**src/rtl/dual_fetch_queue_if.sv**
```systemverilog
// Fetch-side and issue-side signal bundle for dual_fetch_queue.
// The queue takes the slave view; the fetch/decode driver takes the master view.
interface dual_fetch_queue_if #(
    parameter int instr_width_p = 32,
    parameter int pc_width_p    = 22
);
    logic                              flush_i;
    logic [pc_width_p-1:0]             flush_pc_i;
    logic                              fetch_v_i;
    logic                              fetch_two_i;
    logic [1:0][instr_width_p-1:0]     fetch_instr_i;
    logic                              fetch_ready_o;
    logic [pc_width_p-1:0]             fetch_pc_o;
    logic [1:0]                        issue_v_o;
    logic [1:0][instr_width_p-1:0]     issue_instr_o;
    logic [pc_width_p-1:0]             issue_pc_o;
    logic [1:0]                        issue_count_i;

    modport slave (
        input  flush_i, flush_pc_i, fetch_v_i, fetch_two_i, fetch_instr_i, issue_count_i,
        output fetch_ready_o, fetch_pc_o, issue_v_o, issue_instr_o, issue_pc_o
    );

    modport master (
        output flush_i, flush_pc_i, fetch_v_i, fetch_two_i, fetch_instr_i, issue_count_i,
        input  fetch_ready_o, fetch_pc_o, issue_v_o, issue_instr_o, issue_pc_o
    );
endinterface

```
**src/rtl/dual_fetch_queue.sv**
```systemverilog
// Circular instruction-pair queue between fetch and dual-issue decode.
// Accepts 1-2 words per cycle, presents the two oldest, retires 0-2 per cycle.
module dual_fetch_queue #(
    parameter int                    depth_p       = 4,
    parameter int                    instr_width_p = 32,
    parameter int                    pc_width_p    = 22,
    parameter logic [pc_width_p-1:0] boot_pc_p     = '0
) (
    input  logic              clk_i,
    input  logic              reset_i,
    dual_fetch_queue_if.slave fq
);
    localparam int ptr_w_lp = $clog2(depth_p);

    typedef logic [ptr_w_lp-1:0] ptr_t;
    typedef logic [ptr_w_lp:0]   cnt_t;

    logic [instr_width_p-1:0] mem_r [depth_p];
    ptr_t                     rd_ptr_r, wr_ptr_r;
    cnt_t                     count_r;
    logic [pc_width_p-1:0]    issue_pc_r, fetch_pc_r;
    logic                     fetch_ready, enq_fire;
    cnt_t                     enq_n, deq_n;

    // Readiness looks only at the registered count so there is no input->output path.
    assign fetch_ready = (count_r <= cnt_t'(depth_p - 2));
    assign enq_fire    = fq.fetch_v_i & fetch_ready & ~fq.flush_i;
    assign enq_n       = enq_fire ? (fq.fetch_two_i ? cnt_t'(2) : cnt_t'(1)) : '0;
    assign deq_n       = fq.flush_i ? '0 : cnt_t'(fq.issue_count_i);

    always_ff @(posedge clk_i or posedge reset_i) begin
        if (reset_i) begin
            rd_ptr_r   <= '0;
            wr_ptr_r   <= '0;
            count_r    <= '0;
            issue_pc_r <= boot_pc_p;
            fetch_pc_r <= boot_pc_p;
        end else if (fq.flush_i) begin
            rd_ptr_r   <= '0;
            wr_ptr_r   <= '0;
            count_r    <= '0;
            issue_pc_r <= fq.flush_pc_i;
            fetch_pc_r <= fq.flush_pc_i;
        end else begin
            rd_ptr_r   <= rd_ptr_r + ptr_t'(deq_n);
            wr_ptr_r   <= wr_ptr_r + ptr_t'(enq_n);
            count_r    <= count_r + enq_n - deq_n;
            issue_pc_r <= issue_pc_r + pc_width_p'(deq_n);
            fetch_pc_r <= fetch_pc_r + pc_width_p'(enq_n);
        end
    end

    // Storage is not reset; count_r alone decides which entries are live.
    always_ff @(posedge clk_i) begin
        if (enq_fire) begin
            mem_r[wr_ptr_r] <= fq.fetch_instr_i[0];
            if (fq.fetch_two_i)
                mem_r[wr_ptr_r + ptr_t'(1)] <= fq.fetch_instr_i[1];
        end
    end

    always_comb begin
        fq.issue_v_o     = '0;
        fq.issue_instr_o = '0;
        for (int s = 0; s < 2; s++) begin
            fq.issue_v_o[s]     = (count_r > cnt_t'(s));
            fq.issue_instr_o[s] = mem_r[rd_ptr_r + ptr_t'(s)];
        end
    end

    assign fq.fetch_ready_o = fetch_ready;
    assign fq.fetch_pc_o    = fetch_pc_r;
    assign fq.issue_pc_o    = issue_pc_r;

    always_ff @(posedge clk_i) begin
        if (!reset_i && !fq.flush_i)
            assert (fq.issue_count_i != 2'd3 && cnt_t'(fq.issue_count_i) <= count_r)
                else $error("dual_fetch_queue: illegal issue_count_i=%0d with count=%0d",
                            fq.issue_count_i, count_r);
    end
endmodule

```
**src/flat_wrapper.sv**
```systemverilog
// flat-port wrapper written by rule: the top's interface ports become plain ports
module dual_fetch_queue_flat 
#(
    parameter int                    depth_p       = 4,
    parameter int                    instr_width_p = 32,
    parameter int                    pc_width_p    = 22,
    parameter logic [pc_width_p-1:0] boot_pc_p     = '0
)
  (clk_i, reset_i, fq_flush_i, fq_flush_pc_i, fq_fetch_v_i, fq_fetch_two_i, fq_fetch_instr_i, fq_issue_count_i, fq_fetch_ready_o, fq_fetch_pc_o, fq_issue_v_o, fq_issue_instr_o, fq_issue_pc_o);
  dual_fetch_queue_if #(.instr_width_p(instr_width_p), .pc_width_p(pc_width_p)) fq_i ();
  input  logic clk_i;
  input  logic reset_i;
  input wire logic [$bits(fq_i.flush_i)-1:0] fq_flush_i;
  input wire logic [$bits(fq_i.flush_pc_i)-1:0] fq_flush_pc_i;
  input wire logic [$bits(fq_i.fetch_v_i)-1:0] fq_fetch_v_i;
  input wire logic [$bits(fq_i.fetch_two_i)-1:0] fq_fetch_two_i;
  input wire logic [$bits(fq_i.fetch_instr_i)-1:0] fq_fetch_instr_i;
  input wire logic [$bits(fq_i.issue_count_i)-1:0] fq_issue_count_i;
  output wire logic [$bits(fq_i.fetch_ready_o)-1:0] fq_fetch_ready_o;
  output wire logic [$bits(fq_i.fetch_pc_o)-1:0] fq_fetch_pc_o;
  output wire logic [$bits(fq_i.issue_v_o)-1:0] fq_issue_v_o;
  output wire logic [$bits(fq_i.issue_instr_o)-1:0] fq_issue_instr_o;
  output wire logic [$bits(fq_i.issue_pc_o)-1:0] fq_issue_pc_o;
  assign fq_i.flush_i = fq_flush_i;
  assign fq_i.flush_pc_i = fq_flush_pc_i;
  assign fq_i.fetch_v_i = fq_fetch_v_i;
  assign fq_i.fetch_two_i = fq_fetch_two_i;
  assign fq_i.fetch_instr_i = fq_fetch_instr_i;
  assign fq_i.issue_count_i = fq_issue_count_i;
  assign fq_fetch_ready_o = fq_i.fetch_ready_o;
  assign fq_fetch_pc_o = fq_i.fetch_pc_o;
  assign fq_issue_v_o = fq_i.issue_v_o;
  assign fq_issue_instr_o = fq_i.issue_instr_o;
  assign fq_issue_pc_o = fq_i.issue_pc_o;
  dual_fetch_queue #(.depth_p(depth_p), .instr_width_p(instr_width_p), .pc_width_p(pc_width_p), .boot_pc_p(boot_pc_p)) u_core (.clk_i(clk_i), .reset_i(reset_i), .fq(fq_i));
endmodule
```
**config.mk**
```make
export PLATFORM = sky130hd
export DESIGN_NAME = dual_fetch_queue_flat
export DESIGN_NICKNAME = d
export VERILOG_FILES = /design/src/rtl/dual_fetch_queue_if.sv /design/src/rtl/dual_fetch_queue.sv /design/src/flat_wrapper.sv
export SDC_FILE = /design/constraint.sdc
export NUM_CORES = 1
export LEC_CHECK = 0
export CAP_MARGIN = 20
export CORE_UTILIZATION = 40
export DETAILED_ROUTE_END_ITERATION = 10
export SLEW_MARGIN = 5
export SYNTH_ARGS = -nofsm -noshare
export SYNTH_HDL_FRONTEND = slang
export SYNTH_SLANG_ARGS = --single-unit
```
**constraint.sdc**
```tcl
create_clock -name clk_i -period 11.3 [get_ports clk_i]
set_clock_uncertainty 0.05 [all_clocks]
set_input_delay 3.39 -clock clk_i [delete_from_list [all_inputs] [get_ports clk_i]]
set_output_delay 3.39 -clock clk_i [all_outputs]
set_load 0.02 [all_outputs]
```
==> results of run 1 <==
metal layers:
metal	share of wire, %	vias up	global-route usage [%]	wire (um)
met5	0	-	0	0
met4	1.3	0	5.84	354
met3	6.1	25	4.34	1640
met2	50	248	35.8	13400
met1	43	3659	26.9	11400
li1	-	3147	-	-
critical path, cell delays in order (launching register included):
cell and delay [ns]:
dfrtp_4 0.82, buf_4 0.66, mux4_2 0.63, clkdlybuf4s50_1 0.56
kinds of logic after synthesis:
group	after synthesis	synth area share, %
mux	194	29.1
compound gates	77	5.34
buf+inv	64	2.82
simple gates	152	8.19
fa+ha+maj	11	1.53
xor+xnor	20	1.75
flops	179	51.3
state kept, by name, summed over array words and instances (netlist names):
name                  flops
u_core.rd_ptr_r           2
u_core.wr_ptr_r           2
u_core.fq.fetch_pc_o     22
u_core.count_r            3
u_core.fq.issue_pc_o     22
u_core.mem_r            128
cells in the mapped netlist (2+ instances only):
cell type	instances
a2111oi_0	5
and4_1	2
clkbuf_1	19
nand3_1	16
or4_2	2
nand2b_1	2
o21ai_0	15
and3_1	6
mux2_2	130
o31ai_1	6
a311oi_1	10
xnor2_1	14
a21oi_1	10
inv_1	16
nor2_1	36
nor2b_1	11
or2_2	2
ha_1	9
nor3_1	5
edfxtp_1	128
mux4_2	64
buf_2	20
nor4_1	4
buf_6	2
and2_1	3
nor3b_1	2
xor2_1	6
a41oi_1	2
or4_1	10
o31a_1	2
dfrtp_1	51
or3_1	10
fa_1	2
nand2_1	26
a31oi_1	13
nand4_1	7
buf_1	5
a211oi_1	6
area by class of cell:
cell class	instances	area (um2)	share of cell area, %
clock buffer	18	429	3.32
clock inverter	14	164	1.27
inverter	17	63.8	0.494
multi-input combinational	454	4620	35.8
sequential	179	5120	39.6
tap	324	405	3.14
timing repair buffer	213	2120	16.4
cells in the final DEF (no fill, tap or decap), types with 3 or more instances in the layout:
master | synthesis | layout
or3_1 | 10 | 10
edfxtp_1 | 128 | 128
a31oi_1 | 13 | 13
dfrtp_1 | 51 | 49
and2_1 | 3 | 3
inv_6 | 0 | 3
nand2_1 | 26 | 24
o31ai_1 | 6 | 6
a21oi_1 | 10 | 9
a211oi_1 | 6 | 6
inv_1 | 16 | 15
and3_1 | 6 | 6
inv_8 | 0 | 3
buf_4 | 0 | 9
clkdlybuf4s50_1 | 0 | 203
clkinv_4 | 0 | 3
or4_1 | 10 | 10
nor4_1 | 4 | 4
or2_2 | 2 | 3
nor2b_1 | 11 | 11
a311oi_1 | 10 | 10
xor2_1 | 6 | 6
nand3_1 | 16 | 15
nor2_1 | 36 | 35
mux2_2 | 130 | 130
mux4_2 | 64 | 64
ha_1 | 9 | 9
xnor2_1 | 14 | 14
nor3_1 | 5 | 4
o21ai_0 | 15 | 15
clkbuf_16 | 0 | 17
nand4_1 | 7 | 7
a2111oi_0 | 5 | 5
through the flow:
stage               hold WS, ns  power, mW  cells  setup slack [ns]
floorplan                 0.534       1.09    697              4.46
global placement          0.543       1.30   1186              4.55
detailed placement        0.547       1.31   1187              4.37
CTS                       0.563       1.91   1219              4.63
global route              0.594       1.97   1219              4.50
finish                    0.562       1.89   1219              4.73
power by group:
group	switching (mW)	internal, mW	total, mW
registers	0.0468	0.758	0.804
logic	0.241	0.250	0.492
clock network	0.278	0.315	0.594
total	0.567	1.32	1.89
final timing paths:
kind / startpoint / endpoint / slack [ns] / cells past startpoint
worst max-delay path: u_core.rd_ptr_r[1] / fq_issue_instr_o[44] / 4.73 / 3
worst min-delay path: u_core.fq.fetch_pc_o[21] / u_core.fq.fetch_pc_o[21] / 0.56 / 2
worst max register to register: u_core.count_r[1] / u_core.fq.fetch_pc_o[17] / 8.16 / 8
worst min register to register: u_core.fq.fetch_pc_o[21] / u_core.fq.fetch_pc_o[21] / 0.56 / 2
max in group asynchronous: reset_i / u_core.rd_ptr_r[1] / 7.28 / 3
min in group asynchronous: reset_i / u_core.fq.issue_pc_o[4] / 3.41 / 3
==> run metrics, run 1 <==
status finished, final reports clean; final hold vios 0; hpwl dp 17,600 um; nets@finish 986; Setup Fix Bufs, Post-CTS 0; WL per Instance 21.9 um; First-pass DRT Iterations 5; power density over the cells 146 nW/um2; Setup crit end kind output pin; number of global-route vias before repair 7,357; Syn Std Cell Area 9990 um2; Synth cell types 56; Final setup viols 0; crit path kind flip-flop to output pin; TritonCTS clock tree yes; post-cts sizing count 0; via/cell ratio 5.81; Synth Register Bits 179; Die W 160 um; total core area 24,400 um2; largest cells by area after synthesis edfxtp_1 38%, mux2_2 15%, mux4_2 14%; Worst EP required 7.86 ns; minimum clock period after layout 6.57 ns; Final Util 53.0%; area delta synth->final 29.5%; WP data arrival 3.13 ns; RePlAce Congestion 0.861; All-Layer GR Usage 21.0%; YS warnings 0; asr flop ratio synth 28.5%; crit share post-route 58.2%; CP Max Fanout 34; Max-cap violations 0; fmax 152 MHz; fin area 12,900 um2; setup TNS 0 ns; net count after synthesis 801; # fillers 2,056; VDD IR max 0.0875 mV; Hold-fix buffers, CTS 0; CTS root buffer clkbuf_16; placed cell area 12,300 um2; largest net degree at the start of global routing 65; clock-pin slew on the worst setup and hold paths 0.07 ns; Slew Viols, Final 0; # DRC 0; maximum buffer depth of the clock tree 2; Worst slew margin 28.4%; RSZ-0062 raised after global routing false; grt total ovfl 0; DRT antenna net count 0; IO Pins 204; Worst Setup Start Kind flip-flop; Hold Crit Class flip-flop to flip-flop; via count 7,079; clock latency on the worst-skew pair 0.43 ns; H-tree levels 4; cell count after synthesis 697; Initial Utilization 40.9%; die area 25,600 um2; syn_area_per_cell 14.3 um2; sequential cell area fraction in the yosys report 51.3%; Synth area leader edfxtp_1; TritonCTS buffer count 17; detailed router's first-iteration violation count 409; share of layout cells above drive strength 1 28.5%; Main synth FF type edfxtp_1; Worst-Margin Slew 1.07 ns; LEAKAGE 4.39 nW; number of flops mapped to enable cells by yosys 128; Routed Wire Length 26,700 um; global-route wire length before repair 41,300 um; antenna violations before repair 0; num rows 57; antenna cell count 0; Die Span Y 160 um; Synth top area share 38.5%; PortBufs 203; clk sinks 179
No activity file was read; power rests on OpenSTA's default activity.
==> run 2, diff against run 1 <==
- clock period: 11.3 -> 6.4 ns (I/O delays scaled with it)
==> run metrics, run 2 (same netlist as run 1, synthesis figures left out) <==
First-pass DRT Iterations 5 (unchanged); Final setup viols 0 (unchanged); RSZ-0062 raised after global routing false (unchanged); nets@finish 988 (was 986); GR Util met2 36.8% (was 35.8%); Largest Register u_core.mem_r (unchanged); global-route wire length before repair 42,000 um (was 41,300 um); fmax 205 MHz; crit share post-route 76.4%; Initial Utilization 40.9% (unchanged); crit path max-delay cell type a2111oi_0 (was dfrtp_4); PortBufs 203 (unchanged); power density over the cells 269 nW/um2 (was 146 nW/um2); Setup Fix Bufs, Post-CTS 0 (unchanged); RePlAce Congestion 0.849 (was 0.861); Worst EP required 6.64 ns (was 7.86 ns); num rows 57 (unchanged); detailed router's first-iteration violation count 490 (was 409); CTS root buffer clkbuf_16 (unchanged); Die Span Y 160 um (unchanged); final hold slack 0.557 ns (was 0.562 ns); LEAKAGE 4.44 nW (was 4.39 nW); All-Layer GR Usage 21.6% (was 21.0%); TritonCTS clock tree yes (unchanged); clk sinks 179 (unchanged); antenna violations before repair 1 (was 0); GRT Max-Usage Layer met2 (unchanged); via count 7,020 (was 7,079); minimum clock period after layout 4.89 ns; Worst-Margin Slew 1.07 ns (about the same); area delta synth->final 30.4% (was 29.5%); commonest cells after routing, fill and taps aside 203 x clkdlybuf4s50_1, 130 x mux2_2, 128 x edfxtp_1, 64 x mux4_2, 49 x dfrtp_1 (unchanged); met1 Track Usage GR 28.0% (was 26.9%); Setup crit end kind flip-flop (was output pin); crit-path cells clkdlybuf4s50_1 -> buf_4 -> nor2b_1 -> nand2_1 -> nor2_1 -> ha_1 -> nor2_1 -> nand4b_1 -> a2111oi_0 -> a211oi_1 (was buf_4 -> mux4_2 -> clkdlybuf4s50_1); DRT antenna net count 0 (unchanged); crit path kind primary input to flip-flop (was flip-flop to output pin); post-cts sizing count 0 (unchanged); share of layout cells above drive strength 1 28.7% (was 28.5%); Die W 160 um (unchanged); maximum buffer depth of the clock tree 2 (unchanged); Worst Setup Start Kind primary input (was flip-flop); H-tree levels 4 (unchanged); Hold-fix buffers, CTS 0 (unchanged); VDD IR max 0.141 mV (was 0.0875 mV); Max-cap violations 0 (unchanged); largest net degree at the start of global routing 52 (was 65); Routed Wire Length 27,200 um (was 26,700 um); placed cell area 12,300 um2 (about the same); fin area 13,000 um2 (was 12,900 um2); DP Worst Slack 1.10 ns (was 4.37 ns); met3 usage 4.44% (was 4.34%); max reg flops 128 (unchanged); # DRC 0 (unchanged); number of global-route vias before repair 7,295 (was 7,357); CP Max Fanout 26 (was 34); final worst slack 1.51 ns (was 4.73 ns); final hold vios 0 (unchanged); fin cells 1,221 (was 1,219); via/cell ratio 5.75 (was 5.81); setup TNS 0 ns (unchanged); Placed Cells 1,189 (was 1,187); die area 25,600 um2 (unchanged); clock latency on the worst-skew pair 0.43 ns (about the same); Critical Path Max Stage Delay 0.55 ns (was 0.82 ns); IO Pins 204 (unchanged); TritonCTS buffer count 17 (unchanged); total core area 24,400 um2 (unchanged); status finished, final reports clean (unchanged); WP data arrival 5.13 ns (was 3.13 ns); grt total ovfl 0 (unchanged); Worst slew margin 28.3% (was 28.4%); hpwl dp 18,000 um (was 17,600 um); most common cell after layout, fill and taps aside clkdlybuf4s50_1 (unchanged); WL per Instance 22.3 um (was 21.9 um); clock-pin slew on the worst setup and hold paths 0.07 ns (about the same); Slew Viols, Final 0 (unchanged); cell mode on critical path nor2_1; Hold Crit Class flip-flop to flip-flop (unchanged)
## run 2: cell count changes in the layout (fill, tap and decap cells not counted), moves of 2 or more
cell / delta
clkinv_8: -2
clkinv_4: -2
buf_4: +3
bufinv_16: +5
## run 2: through the flow
step	utilization, %	power [mW]
after floorplan	-	1.92
after detailed placement	50.6	2.32
after CTS	53.4	3.53
after global placement	50.6	2.30
final	53.4	3.50
after global routing	53.4	3.63
## run 2: final timing paths
| check | start | end | slack [ns] | cells after the start |
|---|---|---|---|---|
| min reg2reg | u_core.fq.issue_pc_o[16] | u_core.fq.issue_pc_o[16] | 0.56 | 2 |
| max reg2reg | u_core.count_r[1] | u_core.fq.fetch_pc_o[17] | 3.33 | 8 |
| max in group asynchronous | reset_i | u_core.rd_ptr_r[1] | 3.82 | 3 |
| min in group asynchronous | reset_i | u_core.fq.issue_pc_o[6] | 1.95 | 3 |
| max | fq_flush_i | u_core.fq.fetch_pc_o[17] | 1.51 | 10 |
| min | u_core.fq.issue_pc_o[16] | u_core.fq.issue_pc_o[16] | 0.56 | 2 |
## run 2: metal layers
| metal | up-vias | routed length, um | share of wire (%) |
|---|---|---|---|
| met1 | 3561 | 11700 | 43 |
| li1 | 3162 | - | - |
| met4 | 0 | 363 | 1.3 |
| met2 | 274 | 13500 | 50 |
| met3 | 23 | 1600 | 5.9 |
| met5 | - | 0 | 0 |
## run 2: power breakdown
group | total, mW | internal, mW | switching, mW
Combinational | 0.857 | 0.443 | 0.414
Clock | 1.21 | 0.740 | 0.467
Sequential | 1.44 | 1.34 | 0.0984
## run 2: final cells by class
cell class,count,area (um2)
fill,2085,11400
sequential,179,5120
multi-input combinational,454,4620
timing repair buffer,215,2120
clock buffer,17,425
tap,324,405
clock inverter,14,250
inverter,17,63.8
antenna,1,2.50
## run 2: worst max-delay path, delay by kind of cell
kind | cells | cell delay, ns
AND/OR/NAND/NOR | 5 | 1.62
buffers and inverters | 2 | 0.66
AO/OA/AOI/OAI | 2 | 0.66
adder cells (fa/ha/maj) | 1 | 0.27
